File: src/rtl/ram_reader_pkg.sv
// Shared types and sizing for the RAM burst reader: FSM state, FIFO depth and
// the width used for the FIFO-plus-in-flight credit sum.
package ram_reader_pkg;

    typedef enum logic [1:0] {
        IDLE  = 2'd0,
        READ  = 2'd1,
        DRAIN = 2'd2
    } state_t;

    localparam int FIFO_DEPTH = 3;
    localparam int COUNT_W    = $clog2(FIFO_DEPTH + 1);
    localparam int CREDIT_W   = COUNT_W + 1;

    // A read may be issued only while buffered plus in-flight words leave room.
    function automatic logic credit_ok(input logic [COUNT_W-1:0] count,
                                       input logic               inflight);
        logic [CREDIT_W-1:0] credit;
        credit = {1'b0, count} + {{(CREDIT_W-1){1'b0}}, inflight};
        return credit < CREDIT_W'(FIFO_DEPTH);
    endfunction

endpackage

File: src/rtl/ram_reader_fifo.sv
// Three-entry first-word-fall-through FIFO: head always shows the oldest word,
// count reports occupancy.
module ram_reader_fifo
    import ram_reader_pkg::*;
#(
    parameter int DATA_WIDTH = 6
) (
    input  logic                  clk,
    input  logic                  rst_n,
    input  logic                  push,
    input  logic [DATA_WIDTH-1:0] push_data,
    input  logic                  pop,
    output logic [DATA_WIDTH-1:0] head,
    output logic [COUNT_W-1:0]    count
);

    localparam logic [1:0]         LAST_SLOT = 2'(FIFO_DEPTH - 1);
    localparam logic [COUNT_W-1:0] FULL      = COUNT_W'(FIFO_DEPTH);

    logic [DATA_WIDTH-1:0] mem_q [FIFO_DEPTH];
    logic [1:0]            wr_ptr_q, wr_ptr_d;
    logic [1:0]            rd_ptr_q, rd_ptr_d;
    logic [COUNT_W-1:0]    count_q, count_d;
    logic                  do_push;
    logic                  do_pop;

    always_comb begin
        do_push  = push && (count_q != FULL);
        do_pop   = pop && (count_q != '0);
        wr_ptr_d = wr_ptr_q;
        rd_ptr_d = rd_ptr_q;
        count_d  = count_q;
        if (do_push) begin
            wr_ptr_d = (wr_ptr_q == LAST_SLOT) ? 2'd0 : wr_ptr_q + 2'd1;
        end
        if (do_pop) begin
            rd_ptr_d = (rd_ptr_q == LAST_SLOT) ? 2'd0 : rd_ptr_q + 2'd1;
        end
        case ({do_push, do_pop})
            2'b10:   count_d = count_q + COUNT_W'(1);
            2'b01:   count_d = count_q - COUNT_W'(1);
            default: count_d = count_q;
        endcase
    end

    always_ff @(posedge clk or negedge rst_n) begin
        if (!rst_n) begin
            wr_ptr_q <= '0;
            rd_ptr_q <= '0;
            count_q  <= '0;
        end else begin
            wr_ptr_q <= wr_ptr_d;
            rd_ptr_q <= rd_ptr_d;
            count_q  <= count_d;
        end
    end

    // Storage carries no reset; occupancy alone decides what is visible.
    always_ff @(posedge clk) begin
        if (do_push) begin
            mem_q[wr_ptr_q] <= push_data;
        end
    end

    assign head  = mem_q[rd_ptr_q];
    assign count = count_q;

endmodule

File: src/rtl/ram_burst_reader.sv
// Burst read master for a synchronous-read RAM, streaming words over valid/ready.
// Optional start-range checking and the err port are enabled by RAM_READER_ERR_EN.
module ram_burst_reader
    import ram_reader_pkg::*;
#(
    parameter int ADDR_WIDTH = 6,
    parameter int DATA_WIDTH = 6
) (
    input  logic                  clk,
    input  logic                  rst_n,
    input  logic                  start,
    input  logic [ADDR_WIDTH-1:0] start_addr,
    input  logic [ADDR_WIDTH:0]   length,
    output logic                  busy,
    output logic                  done,
    output logic                  ren,
    output logic [ADDR_WIDTH-1:0] raddr,
    input  logic [DATA_WIDTH-1:0] rdata,
    output logic [DATA_WIDTH-1:0] m_data,
    output logic                  m_valid,
    input  logic                  m_ready
`ifdef RAM_READER_ERR_EN
    ,
    output logic                  err
`endif
);

    state_t                state_q, state_d;
    logic                  busy_q, busy_d;
    logic                  done_q, done_d;
    logic                  inflight_q, inflight_d;
    logic [ADDR_WIDTH-1:0] raddr_q, raddr_d;
    logic [ADDR_WIDTH:0]   remaining_q, remaining_d;
    logic [DATA_WIDTH-1:0] fifo_head;
    logic [COUNT_W-1:0]    fifo_count;
    logic                  pop;
    logic                  last_pop;
`ifdef RAM_READER_ERR_EN
    localparam logic [ADDR_WIDTH+1:0] RAM_DEPTH = (ADDR_WIDTH+2)'(1) << ADDR_WIDTH;
    logic                  err_q, err_d;
    logic [ADDR_WIDTH+1:0] burst_end;
    logic                  out_of_range;
`endif

    ram_reader_fifo #(.DATA_WIDTH(DATA_WIDTH)) u_fifo (
        .clk       (clk),
        .rst_n     (rst_n),
        .push      (inflight_q),
        .push_data (rdata),
        .pop       (pop),
        .head      (fifo_head),
        .count     (fifo_count)
    );

    assign m_valid  = (fifo_count != '0);
    assign pop      = m_valid && m_ready;
    // Last beat: nothing left in flight and this pop empties the FIFO.
    assign last_pop = pop && (fifo_count == COUNT_W'(1)) && !inflight_q;
    assign ren      = (state_q == READ) && credit_ok(fifo_count, inflight_q);

    always_comb begin
`ifdef RAM_READER_ERR_EN
        burst_end    = {2'b00, start_addr} + {1'b0, length};
        out_of_range = burst_end > RAM_DEPTH;
        err_d        = 1'b0;
`endif
        state_d     = state_q;
        busy_d      = busy_q;
        done_d      = 1'b0;
        raddr_d     = raddr_q;
        remaining_d = remaining_q;
        inflight_d  = ren;
        case (state_q)
            IDLE: begin
                if (start) begin
                    if (length == '0) begin
                        done_d = 1'b1;
                    end
`ifdef RAM_READER_ERR_EN
                    else if (out_of_range) begin
                        err_d  = 1'b1;
                        done_d = 1'b1;
                    end
`endif
                    else begin
                        state_d     = READ;
                        busy_d      = 1'b1;
                        raddr_d     = start_addr;
                        remaining_d = length;
                    end
                end
            end
            READ: begin
                if (ren) begin
                    raddr_d     = raddr_q + ADDR_WIDTH'(1);
                    remaining_d = remaining_q - (ADDR_WIDTH+1)'(1);
                    if (remaining_q == (ADDR_WIDTH+1)'(1)) begin
                        state_d = DRAIN;
                    end
                end
            end
            DRAIN: begin
                if (last_pop) begin
                    state_d = IDLE;
                    busy_d  = 1'b0;
                    done_d  = 1'b1;
                end
            end
            default: begin
                state_d = IDLE;
                busy_d  = 1'b0;
            end
        endcase
    end

    always_ff @(posedge clk or negedge rst_n) begin
        if (!rst_n) begin
            state_q     <= IDLE;
            busy_q      <= 1'b0;
            done_q      <= 1'b0;
            inflight_q  <= 1'b0;
            raddr_q     <= '0;
            remaining_q <= '0;
`ifdef RAM_READER_ERR_EN
            err_q       <= 1'b0;
`endif
        end else begin
            state_q     <= state_d;
            busy_q      <= busy_d;
            done_q      <= done_d;
            inflight_q  <= inflight_d;
            raddr_q     <= raddr_d;
            remaining_q <= remaining_d;
`ifdef RAM_READER_ERR_EN
            err_q       <= err_d;
`endif
        end
    end

    // Gate the head so idle or freshly reset output never shows stale storage.
    assign m_data = m_valid ? fifo_head : '0;
    assign busy   = busy_q;
    assign done   = done_q;
    assign raddr  = raddr_q;
`ifdef RAM_READER_ERR_EN
    assign err    = err_q;
`endif

endmodule

File: config.mk
export PLATFORM = sky130hd
export DESIGN_NAME = ram_burst_reader
export DESIGN_NICKNAME = d
export VERILOG_FILES = /design/src/rtl/ram_reader_pkg.sv /design/src/rtl/ram_reader_fifo.sv /design/src/rtl/ram_burst_reader.sv
export SDC_FILE = /design/constraint.sdc
export NUM_CORES = 1
export LEC_CHECK = 0
export BUFFER_PORTS_ARGS = -buffer_cell sky130_fd_sc_hd__buf_4
export CAP_MARGIN = 20
export CORE_MARGIN = 4
export CORE_UTILIZATION = 23
export CTS_BUF_LIST = sky130_fd_sc_hd__clkbuf_8
export DETAILED_ROUTE_END_ITERATION = 8
export REMOVE_ABC_BUFFERS = 1
export SLEW_MARGIN = 20
export SYNTH_ARGS = -nofsm -noshare
export SYNTH_HDL_FRONTEND = slang
export SYNTH_SLANG_ARGS = --single-unit
File: constraint.sdc
create_clock -name clk -period 2.85 [get_ports clk]
set_input_delay 0.285 -clock clk [delete_from_list [all_inputs] [get_ports clk]]
set_output_delay 0.285 -clock clk [all_outputs]
set_load 0.05 [all_outputs]
==> reports/qor.csv <==
metric,value,unit
syn-instance-count,190,
numPortBuffers,38,
grt_pass1_vias,1636,
grt_max_degree,25,
cp_data_required_time,2.57,ns
outcome,completed,
final_cells,341,
overflow,0,
cts_max_path_buffers,2,
cts_tree,built,
ys_ff_latch,42,
place_hpwl,3620,microns
async_flop_share,57.1,%
worst_pin_slew,0.632,ns
syn_avg_cell_area,11.3,sq um
relSlewSlack,56.7,%
fp.dieH,105,microns
synth-edff-count,18,
post-route-period-util,83.3,%
wl_per_cell,13.9,microns
ys_seq_area_share,53.2,%
area_growth_syn_to_layout,24.9,%
clkTransAtPathRegs,0.08,ns
synth_cell_type_count,42,
period_needed,2.38,ns
synth_top_area_share,28.0,%
initial_utilization,24.1,%
antenna_found_initial,0,
irDropWorstVdd,763,uV
final_max_slew_viol_count,0,
ant_nets,0,
yosys-top-cells-count,"dfrtp_1 (24), edfxtp_1 (18), nor2_1 (18), nand2_1 (12), a21oi_1 (11)",
power-per-cell-area,1310,nW/um^2
rsz0062_at_grt,false,
finalSetupTns,0,ns
dp_cells,332,
clkPwrFrac,13.2,%
grt_pass1_wl,8250,microns
cts_max_level,2,
max_clock_freq,421,MHz
fp.dieArea,10900,sq um
start_kind,flip-flop,
drc,0,
cp_max_fo,5,
numCtsBuffers,5,
core_area,8890,sq um
arrival,2.09,ns
switching_share,46.8,%
netlist_area,2140,sq um
drt_iter0_drc,109,
p_seq_share,32.2,%
fin_nets,264,
wirelength,4760,microns
hp-class,in -> reg,
dieWidth,105,microns
ys.flop_type,dfrtp_1,
drv_cap,0,
intPower,1870,uW
gr-usage-all-layers,9.28,%
drive_gt1_share,24.9,%
end_kind,output port,
fin_hold_ws,0.180,ns
p_sw,1640,uW
clockRootBuffer,clkbuf_8,
p_leak,0.00116,uW
worstSkewPairLatency,0.29,ns
comb_power_share,54.6,%
dr.pass1.iters,4,
yosysMostFrequentCell,dfrtp_1,
gp_congestion,0.770,
rows,34,
antenna-diode-count,0,
nFillCells,930,
pin_count,39,
setup_viol,0,
worst_clock_skew,0.00595,ns
via_count,1573,
yosys-top-cells-area,"dfrtp_1 (28%), edfxtp_1 (25%), ha_1 (5.3%)",
worstSetupPathType,reg -> out,
via_per_inst,4.61,
postCtsSetupRepairBufs,0,
cts_num_sinks,42,
finalHoldViolCount,0,
synth_top_area_cell,dfrtp_1,
yosysWarnings,0,
## logic make-up after synthesis
kind of cell	after synthesis	share of synthesized area [%]
simple gates	63	16.1
mux	10	4.73
buf+inv	18	3.50
xor+xnor	2	0.817
compound gates	46	16.4
flops	42	53.2
fa+ha+maj	9	5.25
## placed cells by master (no fill, tap or decap), drive strengths merged, types with 2 or more instances in the layout
cell type | Yosys | routed
o221a | 2 | 2
o311ai | 2 | 2
buf | 1 | 42
nor4 | 2 | 2
clkbuf | 7 | 5
nand2b | 5 | 5
dfrtp | 24 | 24
nor4b | 3 | 3
a211oi | 2 | 2
inv | 10 | 11
nand3 | 2 | 2
nand2 | 12 | 12
o21ai | 8 | 8
nor3 | 2 | 2
edfxtp | 18 | 18
o22a | 2 | 2
xnor2 | 2 | 2
nor3b | 8 | 8
and3 | 3 | 3
a31oi | 3 | 3
a21o | 5 | 5
nor2 | 18 | 18
ha | 9 | 9
or4 | 3 | 3
o31ai | 4 | 4
a21oi | 11 | 11
mux2i | 9 | 9
## final timing paths
check / startpoint / end / slack, ns / cells after the start
max in group asynchronous: rst_n / u_fifo.count[1] / 2.19 / 2
worst min-delay path: rdata[0] / u_fifo.mem_q[2][0] / 0.18 / 1
worst max register to register: u_fifo.count[0] / remaining_q[5] / 0.49 / 6
min in group asynchronous: rst_n / raddr[5] / 0.42 / 2
worst min register to register: u_fifo.wr_ptr_q[1] / u_fifo.wr_ptr_q[1] / 0.54 / 1
worst max-delay path: u_fifo.count[0] / ren / 0.47 / 6
## flip-flops by register name, indices dropped and copies added, names as in the netlist
signal,cells
u_fifo.mem_q,18
done,1
inflight_q,1
u_fifo.wr_ptr_q,2
u_fifo.rd_ptr_q,2
remaining_q,7
busy,1
u_fifo.count,2
raddr,6
state_q,2
## power by group through the flow
stage / sequential [uW] / combinational, uW / clock, uW
6_report: 1130 / 1920 / 462
5_1_grt: 1170 / 2130 / 508
4_1_cts: 1130 / 1940 / 477
3_5_place_dp: 1140 / 1930 / 0
3_3_place_gp: 1140 / 1900 / 0
2_1_floorplan: 1240 / 1250 / 0
## cell type report
class                           count  area [sq um]  share of cell area (%)
Inverter                           10          37.5                    1.40
Clock buffer                        5          68.8                    2.57
Timing Repair Buffer               43           325                    12.2
Tap cell                          108           135                    5.05
Sequential cell                    42          1140                    42.6
Multi-Input combinational cell    130           927                    34.6
Clock inverter                      3          41.3                    1.54
## metal layers
metal  vias up  track usage [%]  part of all wire [%]
met1       738             12.7                    50
met4         0             2.37                  0.97
met2        46             14.4                    45
li1        785                -                     -
met3         4             2.65                   4.7
met5         -                0                     0
## through the flow
| stage | total power [uW] | util (%) | worst slack, ns | area [sq um] |
|---|---|---|---|---|
| 2_1_floorplan | 2490 | - | 0.758 | 2110 |
| 3_3_place_gp | 3040 | 28.8 | 0.585 | 2560 |
| 3_5_place_dp | 3070 | 28.8 | 0.494 | 2560 |
| 4_1_cts | 3550 | 30.1 | 0.449 | 2680 |
| 5_1_grt | 3810 | 30.1 | 0.266 | 2680 |
| 6_report | 3510 | 30.1 | 0.475 | 2680 |
## worst max-delay path, cell delays in order (launching register included)
cell and delay (ns):
dfrtp_1 0.44, ha_1 0.21, ha_1 0.27, a21oi_1 0.24, nand2_1 0.18, inv_1 0.22, buf_4 0.24
## timing repair
item / 4_1_cts / 5_1_grt
hold buffers: 1 / 0
gates resized for setup: 0 / 0
hold endpoints to repair: 24 / 0
Note: power is estimated with default switching activity, not from simulation.
